File: config.mk
export PLATFORM = sky130hd
export DESIGN_NAME = ed_sensing_scheduler
export DESIGN_NICKNAME = d
export VERILOG_FILES = /design/src/rtl/ed_sensing_scheduler.sv
export SDC_FILE = /design/constraint.sdc
export NUM_CORES = 1
export LEC_CHECK = 0
export BUFFER_PORTS_ARGS = -buffer_cell sky130_fd_sc_hd__buf_2
export CAP_MARGIN = 20
export CORE_UTILIZATION = 52
export CTS_BUF_LIST = sky130_fd_sc_hd__clkbuf_8
export CTS_CLUSTER_DIAMETER = 200
export DETAILED_ROUTE_END_ITERATION = 16
export PLACE_DENSITY = 0.77
export SLEW_MARGIN = 20
export SYNTH_ARGS = -nofsm -noshare
export SYNTH_HDL_FRONTEND = slang
export SYNTH_SLANG_ARGS = --single-unit
File: constraint.sdc
create_clock -name clock -period 5.4 [get_ports clock]
set_input_delay 0.27 -clock clock [delete_from_list [all_inputs] [get_ports clock]]
set_output_delay 0.27 -clock clock [all_outputs]
set_load 0.005 [all_outputs]
File: src/rtl/ed_sensing_scheduler.sv
// rtl/ed_sensing_scheduler.sv - sensing-window sequencer for the energy-detection chain
// Optional build macro: ED_SCHED_STATUS_EN adds the status port and the dropped-strobe counter.
module ed_sensing_scheduler #(
    parameter int FFT_LEN      = 1024,
    parameter int FLUSH_CYCLES = 16,
    parameter int ADDR_BASE    = 8,
    parameter int DRAIN_TMO    = 65535
) (
    input  logic        clock,
    input  logic        reset,
    input  logic        set_stb,
    input  logic [7:0]  set_addr,
    input  logic [31:0] set_data,
    input  logic        strobe_in,
    input  logic        dv_out_chain,
    output logic        strobe_gated,
    output logic        pipe_clear,
    output logic        busy,
    output logic        window_done,
    output logic        drain_err,
`ifdef ED_SCHED_STATUS_EN
    output logic [31:0] status,
`endif
    output logic [15:0] window_cnt
);

    typedef enum logic [2:0] {
        S_IDLE  = 3'd0,
        S_FLUSH = 3'd1,
        S_SENSE = 3'd2,
        S_DRAIN = 3'd3,
        S_GAP   = 3'd4
    } state_t;

    state_t      state_q, state_d;
    logic [15:0] sense_frames_q, sense_frames_d;
    logic [31:0] idle_cycles_q, idle_cycles_d;
    logic        enable_q, enable_d;
    logic        continuous_q, continuous_d;
    logic        start_q, start_d;
    logic        abort_q, abort_d;
    logic [31:0] tmr_q, tmr_d;
    logic [31:0] in_cnt_q, in_cnt_d;
    logic [31:0] out_cnt_q, out_cnt_d;
    logic [31:0] target_q, target_d;
    logic [31:0] idle_lat_q, idle_lat_d;
    logic        window_done_q, window_done_d;
    logic        drain_err_q, drain_err_d;
    logic [15:0] window_cnt_q, window_cnt_d;
`ifdef ED_SCHED_STATUS_EN
    logic        stat_sel_q, stat_sel_d;
    logic [15:0] drop_cnt_q, drop_cnt_d;
`endif

    logic        wr_sf, wr_idle, wr_ctrl, clr_err;
    logic        admit;
    logic        go_flush;
    logic        drain_exit;
    logic [15:0] sf_eff;

    assign wr_sf   = set_stb && (set_addr == 8'(ADDR_BASE));
    assign wr_idle = set_stb && (set_addr == 8'(ADDR_BASE + 1));
    assign wr_ctrl = set_stb && (set_addr == 8'(ADDR_BASE + 2));
    assign clr_err = wr_ctrl && set_data[3];
    assign sf_eff  = (sense_frames_q == 16'd0) ? 16'd1 : sense_frames_q;

    // Admission also depends on enable_q so an abort gates strobes the cycle the write lands.
    assign admit        = (state_q == S_SENSE) && enable_q && (in_cnt_q < target_q);
    assign strobe_gated = strobe_in && admit;
    assign pipe_clear   = (state_q == S_FLUSH);
    assign busy         = (state_q != S_IDLE);
    assign window_done  = window_done_q;
    assign drain_err    = drain_err_q;
    assign window_cnt   = window_cnt_q;

    always_comb begin
        sense_frames_d = sense_frames_q;
        idle_cycles_d  = idle_cycles_q;
        enable_d       = enable_q;
        continuous_d   = continuous_q;
        start_d        = 1'b0;
`ifdef ED_SCHED_STATUS_EN
        stat_sel_d     = stat_sel_q;
`endif
        if (wr_sf)   sense_frames_d = set_data[15:0];
        if (wr_idle) idle_cycles_d  = set_data;
        if (wr_ctrl) begin
            enable_d     = set_data[0];
            continuous_d = set_data[1];
            start_d      = set_data[2] && set_data[0];
`ifdef ED_SCHED_STATUS_EN
            stat_sel_d   = set_data[4];
`endif
        end
    end

    always_comb begin
        state_d       = state_q;
        abort_d       = abort_q;
        tmr_d         = tmr_q;
        in_cnt_d      = in_cnt_q;
        out_cnt_d     = out_cnt_q;
        target_d      = target_q;
        idle_lat_d    = idle_lat_q;
        window_done_d = 1'b0;
        window_cnt_d  = window_cnt_q;
        drain_err_d   = clr_err ? 1'b0 : drain_err_q;
        go_flush      = 1'b0;
        drain_exit    = 1'b0;

        if (strobe_gated)
            in_cnt_d = in_cnt_q + 32'd1;
        if (((state_q == S_SENSE) || (state_q == S_DRAIN)) && dv_out_chain && (out_cnt_q != 32'hFFFF_FFFF))
            out_cnt_d = out_cnt_q + 32'd1;

        if (state_q == S_IDLE) begin
            if (start_q && enable_q)
                go_flush = 1'b1;
        end else if (!enable_q && !abort_q) begin
            go_flush = 1'b1;
            abort_d  = 1'b1;
        end else begin
            case (state_q)
                S_FLUSH: begin
                    in_cnt_d  = 32'd0;
                    out_cnt_d = 32'd0;
                    if (tmr_q == 32'(FLUSH_CYCLES - 1)) begin
                        state_d = abort_q ? S_IDLE : S_SENSE;
                        abort_d = 1'b0;
                        tmr_d   = 32'd0;
                    end else begin
                        tmr_d = tmr_q + 32'd1;
                    end
                end
                S_SENSE: begin
                    if (in_cnt_d >= target_q) begin
                        state_d = S_DRAIN;
                        tmr_d   = 32'd0;
                    end
                end
                S_DRAIN: begin
                    if (out_cnt_d >= target_q) begin
                        drain_exit = 1'b1;
                    end else if (tmr_q == 32'(DRAIN_TMO - 1)) begin
                        drain_exit  = 1'b1;
                        drain_err_d = 1'b1;
                    end else begin
                        tmr_d = tmr_q + 32'd1;
                    end
                end
                S_GAP: begin
                    // IDLE_CYCLES of 0 or 1 both give a single GAP cycle.
                    if (({1'b0, tmr_q} + 33'd1) >= {1'b0, idle_lat_q}) begin
                        if (continuous_q && enable_q)
                            go_flush = 1'b1;
                        else
                            state_d = S_IDLE;
                    end else begin
                        tmr_d = tmr_q + 32'd1;
                    end
                end
                default: state_d = S_IDLE;
            endcase
        end

        if (drain_exit) begin
            state_d       = S_GAP;
            tmr_d         = 32'd0;
            window_done_d = 1'b1;
            window_cnt_d  = window_cnt_q + 16'd1;
        end

        // Window geometry is captured only here, so mid-window writes apply to the next window.
        if (go_flush) begin
            state_d    = S_FLUSH;
            tmr_d      = 32'd0;
            target_d   = 32'(sf_eff) * 32'(FFT_LEN);
            idle_lat_d = idle_cycles_q;
        end
    end

`ifdef ED_SCHED_STATUS_EN
    always_comb begin
        drop_cnt_d = drop_cnt_q;
        if (strobe_in && ((state_q == S_FLUSH) || (state_q == S_DRAIN) || (state_q == S_GAP))
            && (drop_cnt_q != 16'hFFFF))
            drop_cnt_d = drop_cnt_q + 16'd1;
    end

    assign status = stat_sel_q ? {16'h0000, drop_cnt_q}
                               : {state_q, drain_err_q, 12'h000, window_cnt_q};
`endif

    always_ff @(posedge clock or negedge reset) begin
        if (!reset) begin
            state_q        <= S_IDLE;
            sense_frames_q <= 16'd0;
            idle_cycles_q  <= 32'd0;
            enable_q       <= 1'b0;
            continuous_q   <= 1'b0;
            start_q        <= 1'b0;
            abort_q        <= 1'b0;
            tmr_q          <= 32'd0;
            in_cnt_q       <= 32'd0;
            out_cnt_q      <= 32'd0;
            target_q       <= 32'd0;
            idle_lat_q     <= 32'd0;
            window_done_q  <= 1'b0;
            drain_err_q    <= 1'b0;
            window_cnt_q   <= 16'd0;
`ifdef ED_SCHED_STATUS_EN
            stat_sel_q     <= 1'b0;
            drop_cnt_q     <= 16'd0;
`endif
        end else begin
            state_q        <= state_d;
            sense_frames_q <= sense_frames_d;
            idle_cycles_q  <= idle_cycles_d;
            enable_q       <= enable_d;
            continuous_q   <= continuous_d;
            start_q        <= start_d;
            abort_q        <= abort_d;
            tmr_q          <= tmr_d;
            in_cnt_q       <= in_cnt_d;
            out_cnt_q      <= out_cnt_d;
            target_q       <= target_d;
            idle_lat_q     <= idle_lat_d;
            window_done_q  <= window_done_d;
            drain_err_q    <= drain_err_d;
            window_cnt_q   <= window_cnt_d;
`ifdef ED_SCHED_STATUS_EN
            stat_sel_q     <= stat_sel_d;
            drop_cnt_q     <= drop_cnt_d;
`endif
        end
    end

endmodule

# Word-level counts from Yosys, hierarchy flattened

Index checks and enable logic that the tools add are counted.

Bits in writable memories: 0
Memories: 0
Latch bits: 0
Bits in read-only memories: 0
Word-level logic and storage cells: 121
Output and inout port bits: 21
Register bits: 217
Bits of input ports: 45

Muxes and demuxes: 51
Eq/ne operators: 20
Shift-type cells: 0
Order comparisons: 4
$add $sub $neg: 5
Divide/modulo/power cells: 0
$mul: 0
Reduce and logical (&&, ||, !) cells: 25
Bitwise gates (word level): 1

Operator list:

| kind                  | number |
|---|---|
| $mux 32               | 17 |
| $pmux 32 s4           | 1 |
| $add 32x1->32 const B | 3 |
| $ge 32x26->1          | 2 |
| $add 32x1->33 const B | 1 |
| $ge 33x32->1          | 1 |
| $eq 32x16->1 const B  | 1 |
| $eq 32x4->1 const B   | 1 |
| $lt 32x26->1          | 1 |
| $ne 32x32->1 const B  | 1 |
| $eq 8x4->1 const B    | 3 |
| $mux 3                | 8 |
| $mux 1                | 22 |
| $ne 4x4->1 const B    | 5 |
| $add 16x1->16 const B | 1 |
| $logic_not 16->1      | 1 |
| $mux 16               | 1 |
| $reduce_and 7->1      | 2 |
| $logic_and 1x1->1     | 13 |
| $pmux 3 s4            | 1 |
| $ne 3x3->1 const B    | 3 |
| $eq 3x2->1 const B    | 2 |
| $reduce_bool 6->1     | 1 |
| $ne 4x1->1 const B    | 1 |
| 11 further kinds      | 13 |

# Longest topological paths before layout

Depth in word-level cells: 12
Gate-level depth with buffers: 25
Mapped depth without buffers: 20

# Worst setup path after synthesis

OpenSTA, ideal clock, no wires.

Path type: register to register
Start point: register tmr_q[2]
End point: register idle_lat_q[0]
Setup time: 0.125 ns
Arrival time: 4.582 ns
Clock period less this slack: 4.706 ns
Buffers on the path: 4
Stages on the path, launching flop included: 23
Slack: 0.694 ns
Required time: 5.275 ns
Cell sequence: dfrtp_1 and4_1 clkbuf_1 nand3_1 or2_1 clkbuf_1 nor2_1 nand2_1 nor2_1 and3_1 clkbuf_1 and3_1 xnor2_1 ha_1 o21ai_0 nor2_1 a2111oi_0 o21ai_0 nor2_1 a21oi_1 nor2_1 clkbuf_1 mux2_2

Longest elaborated chain between the ends: 6

Ends and longest elaborated chain:

| what                     | line | source |
|---|---|---|
| start: declaration       | 42   | `logic [31:0] tmr_q, tmr_d;` |
| start signal: assignment | 223  | `tmr_q <= tmr_d;` |
| $add 32x1->33            | 153  | `if (({1'b0, tmr_q} + 33'd1) >= {1'b0, idle_lat_q}) begin` |
| $ge 33x32->1             | 153  |  |
| $mux 1                   | 153  |  |
| $mux 1                   | 123  | `case (state_q)` |
| $mux 1                   | 119  | `end else if (!enable_q && !abort_q) begin` |
| $mux 1                   | 116  | `if (state_q == S_IDLE) begin` |
| end signal: assignment   | 227  | `idle_lat_q <= idle_lat_d;` |
| end: declaration         | 46   | `logic [31:0] idle_lat_q, idle_lat_d;` |

No other way between the ends.
A chain may end at the register's enable or synchronous reset.

# Worst setup path after layout

Start point: register tmr_q[2]
End point: register tmr_q[30]

Longest elaborated chain between the ends: 8
Elaborated cells on any way between the ends: 31
Those cells by class: add/sub: 2; order compare: 1; eq/ne: 8; mux: 18; reduce/logical: 2

Ends and longest elaborated chain:

| what                                                  | line |
|---|---|
| $add 32x1->33, or another cell as far along           | 153 |
| $ge 33x32->1, or another cell as far along            | 153 |
| $mux 1, or another cell as far along                  | 153 |
| $mux 1 or $pmux 32 s4 (tied branches)                 | 123 |
| $mux 1 or $mux 32 (tied branches)                     | 119 |
| $mux 1 or $mux 32 (tied branches)                     | 116 |
| $ne 4x4->1 (no line), or another cell as far along    | -- |
| $reduce_and 7->1 (no line) or $mux 32 (tied branches) | -- |

Parallel ways exist; a longest one is shown, timed or not. The select of a mux whose other input is x is not followed.

==> flow_summary.ini <==
[run_status]
status = finished clean

[yosys]
synth_seq_area_share = 0.428
netlist-cell-type-count = 79
synthTopCellsByArea = dfrtp_1 43%, mux2_2 8.8%, ha_1 8.3%, xnor2_1 4.3%, xor2_1 2.6%
synth_ff_type = dfrtp_1
synth-seq-cells = 217
ys_async_sr_fraction = 1.00
syn_area_per_cell_um2 = 10.3
yosysWarnings = 0
synth_edf_count = 0
synth_top_cell_area_share = 0.428
synth.cell_area_mm2 = 0.0127
syn-instance-count = 1236
synth_top_cell_by_area = dfrtp_1
syn-num-nets = 1365

[worst_setup_path]
r2r_start = tmr_q[2]$_DFFE_PN0P_
cp-startpoint = tmr_q[2]$_DFFE_PN0P_
cp_max_fo = 23
r2r_end = tmr_q[30]$_DFFE_PN0P_
cp-end-kind = register
crit_family = simple AND/OR/NAND/NOR gates
r2r_cells = 21
crit_required_ns = 5.83
crit_buf_inv = 1
slowest_delay_ns = 0.46
crit_path_top_delay_cell = dfrtp_1
reg2reg_slack_ns = 0.35
cp-start-kind = register
crit_chain = and4_1 -> nand3_1 -> or2_1 -> nor2_1 -> nand2_1 -> nor2_1 -> and3_1 -> and3_1 -> xnor2_1 -> ha_1 -> o21ai_0 -> nor2_1 -> a2111oi_0 -> o21ai_0 -> nor3_1 -> nand2_1 -> o21ai_0 -> nand3_2 -> buf_12 -> o2bb2ai_1 -> a22o_1
critPathArrivalTime_ns = 5.48
cp.depth = 21
worstSetupPathType = reg2reg
crit_end = tmr_q[30]$_DFFE_PN0P_

[timing]
fin_skew_ns = 0.0373
max_freq_mhz = 198
slew_viol_final = 0
tightest_slew_ns = 0.888
finalSetupTns_ns = 0
setup_violations = 0
finalHoldViolCount = 0
post-route-period-util = 0.935
maxSlewHeadroom = 0.407
hold_ws_ns = 0.0124
rsz0062_at_grt = false
period_needed_ns = 5.05

[cts]
cts-root-buf = clkbuf_8
cts_buffers = 39
cts_buffer_depth = 3
path_clk_slew_ns = 0.06
h-tree-depth = 2
cts_tree = built
cts_sinks = 217
clock_latency_ns = 0.56

[routing]
vias = 9619
drcViolationCount = 0
ant_nets = 0
post_drt_wl_per_cell_um = 17.1
vias_per_cell = 5.70
drt_iter0_drc = 547
firstDrtPassIters = 5
drt_wl_total_mm = 28.8

[cells_and_area]
multi_input_area_mm2 = 0.00676
fin_nets = 1475
area_growth_syn_to_layout_pct = 15.0
nFillCells = 1954
regArea_mm2 = 0.00543
drive_gt1_frac = 0.207
num_antenna_cells = 0
fin_cells = 1689

[power_and_ir_drop]
cellPowerDensity_mw_per_mm2 = 378
p_leak_nw = 7.07
vdd_drop_max_mv = 0.202

[die]
die_y_um = 158
dieArea_mm2 = 0.0250
pin_count = 66
rows = 56
die_x_um = 158
initial_core_util = 0.536
design.core.area_mm2 = 0.0237

[placement]
dp.final_hpwl_mm = 19.9
place_inst = 1591
port_buffers = 65
gp_congestion = 0.886

[run]
cap_violations = 0

[global_route]
grt_pass1_vias = 9418
grt_pass1_wl_mm = 47.9
grt_max_degree = 112
antenna_found_initial = 0
overflow = 0
grt_usage = 0.241

[worst_hold_path]
min-delay-path-class = in2reg
-- through the flow --
step | utilization | setup WS [ns] | area (µm²) | total power, W
detailed placement | 0.567 | 0.204 | 13400 | 0.00377
finish | 0.616 | 0.351 | 14600 | 0.00551
floorplan | - | 0.694 | 12700 | 0.00323
global route | 0.616 | 0.00999 | 14600 | 0.00583
CTS | 0.612 | 0.0964 | 14500 | 0.00544
global placement | 0.567 | 0.337 | 13400 | 0.00371
-- flip-flops by register name, summed over array words and instances (netlist names), 3 cells and up --
register        count
tmr_q              32
in_cnt_q           32
state_q             3
target_q           16
out_cnt_q          32
sense_frames_q     16
window_cnt         16
idle_lat_q         32
idle_cycles_q      32
-- layout make-up --
cell class | instances | area share
Clock inverter | 19 | 0.0116
Sequential cell | 217 | 0.372
Multi-Input combinational cell | 892 | 0.463
Clock buffer | 46 | 0.0434
Timing Repair Buffer | 123 | 0.0631
Inverter | 73 | 0.0188
Tap cell | 319 | 0.0274
-- layer usage --
metal  global-route usage  up-vias  wire (µm)
met5                    0        -          0
met4               0.0838        0        864
met3               0.0375       65       1210
met2                0.381      212      13300
met1                0.337     4715      13400
li1                     -     4627          -
-- repair_timing --
| action | in CTS | in global routing |
|---|---|---|
| endpoints found under the setup margin | 0 | 85 |
| gates resized for setup | 0 | 5 |
| endpoints found under the hold margin | 142 | 0 |
| hold buffers | 27 | 0 |
| setup buffers | 0 | 6 |
-- cell usage in the layout (no fill, tap or decap), types with 10 or more instances in the layout --
| cell | n |
|---|---|
| dfrtp_1 | 216 |
| mux2_2 | 99 |
| ha_1 | 84 |
| nor2_1 | 83 |
| inv_1 | 79 |
| nand3_1 | 65 |
| buf_2 | 64 |
| xnor2_1 | 63 |
| nand2_1 | 60 |
| nand4_1 | 47 |
| clkbuf_8 | 46 |
| and3_1 | 40 |
| xor2_1 | 38 |
| a21oi_1 | 30 |
| nor2b_1 | 28 |
| dlygate4sd3_1 | 27 |
| buf_4 | 24 |
| o21ai_0 | 20 |
| nand2b_1 | 19 |
| and4_1 | 18 |
| nor3_1 | 16 |
| o21a_1 | 16 |
| o21ai_1 | 16 |
| nor4_1 | 13 |
| o2bb2ai_1 | 12 |
| and2_1 | 10 |
-- synth_stat cells, drive strengths merged (4+ instances only) --
master   instances
dfrtp          217
mux2           100
nor2            85
ha              84
inv             73
nand3           66
xnor2           63
nand2           60
nand4           49
and3            40
o21ai           38
xor2            38
clkbuf          35
a21oi           30
nor2b           29
buf             19
nand2b          19
nor3            19
and4            18
o21a            16
nor4            15
o2bb2ai         12
and2            11
a21o             8
a2bb2oi          8
a211oi           7
mux2i            6
or4              6
a31oi            5
nor3b            5
a22o             4
nor4b            4
or2              4
or3              4
-- where the power goes --
part	internal, W	switching (W)	total, W
Sequential	0.00178	0.000124	0.00190
Clock	0.000918	0.000694	0.00161
Combinational	0.000829	0.00116	0.00199
-- cells by family after synthesis --
| family | count (synthesis) | synth area share |
|---|---|---|
| multiplexers | 106 | 0.0935 |
| AO/OA/AOI/OAI | 159 | 0.0879 |
| adder cells (fa/ha/maj) | 84 | 0.0828 |
| flip-flops | 217 | 0.428 |
| XOR/XNOR | 101 | 0.0697 |
| buffers and inverters | 127 | 0.0418 |
| AND/OR/NAND/NOR | 442 | 0.196 |
-- how the worst min path moves through the flow --
stage | from | end | slack, ns | depth (start not counted)
after floorplan | reset | abort_q$_DFFE_PN0P_ | -0.03 | 0
after global placement | reset | in_cnt_q[2]$_DFF_PN0_ | 0.38 | 1
after detailed placement | reset | in_cnt_q[3]$_DFF_PN0_ | 0.37 | 1
after CTS | set_data[6] | idle_cycles_q[6]$_DFFE_PN0P_ | 0.003 | 2
after global routing | set_data[6] | idle_cycles_q[6]$_DFFE_PN0P_ | 0.005 | 2
final | set_data[6] | idle_cycles_q[6]$_DFFE_PN0P_ | 0.01 | 2
Note: power is estimated with default switching activity, not from simulation.
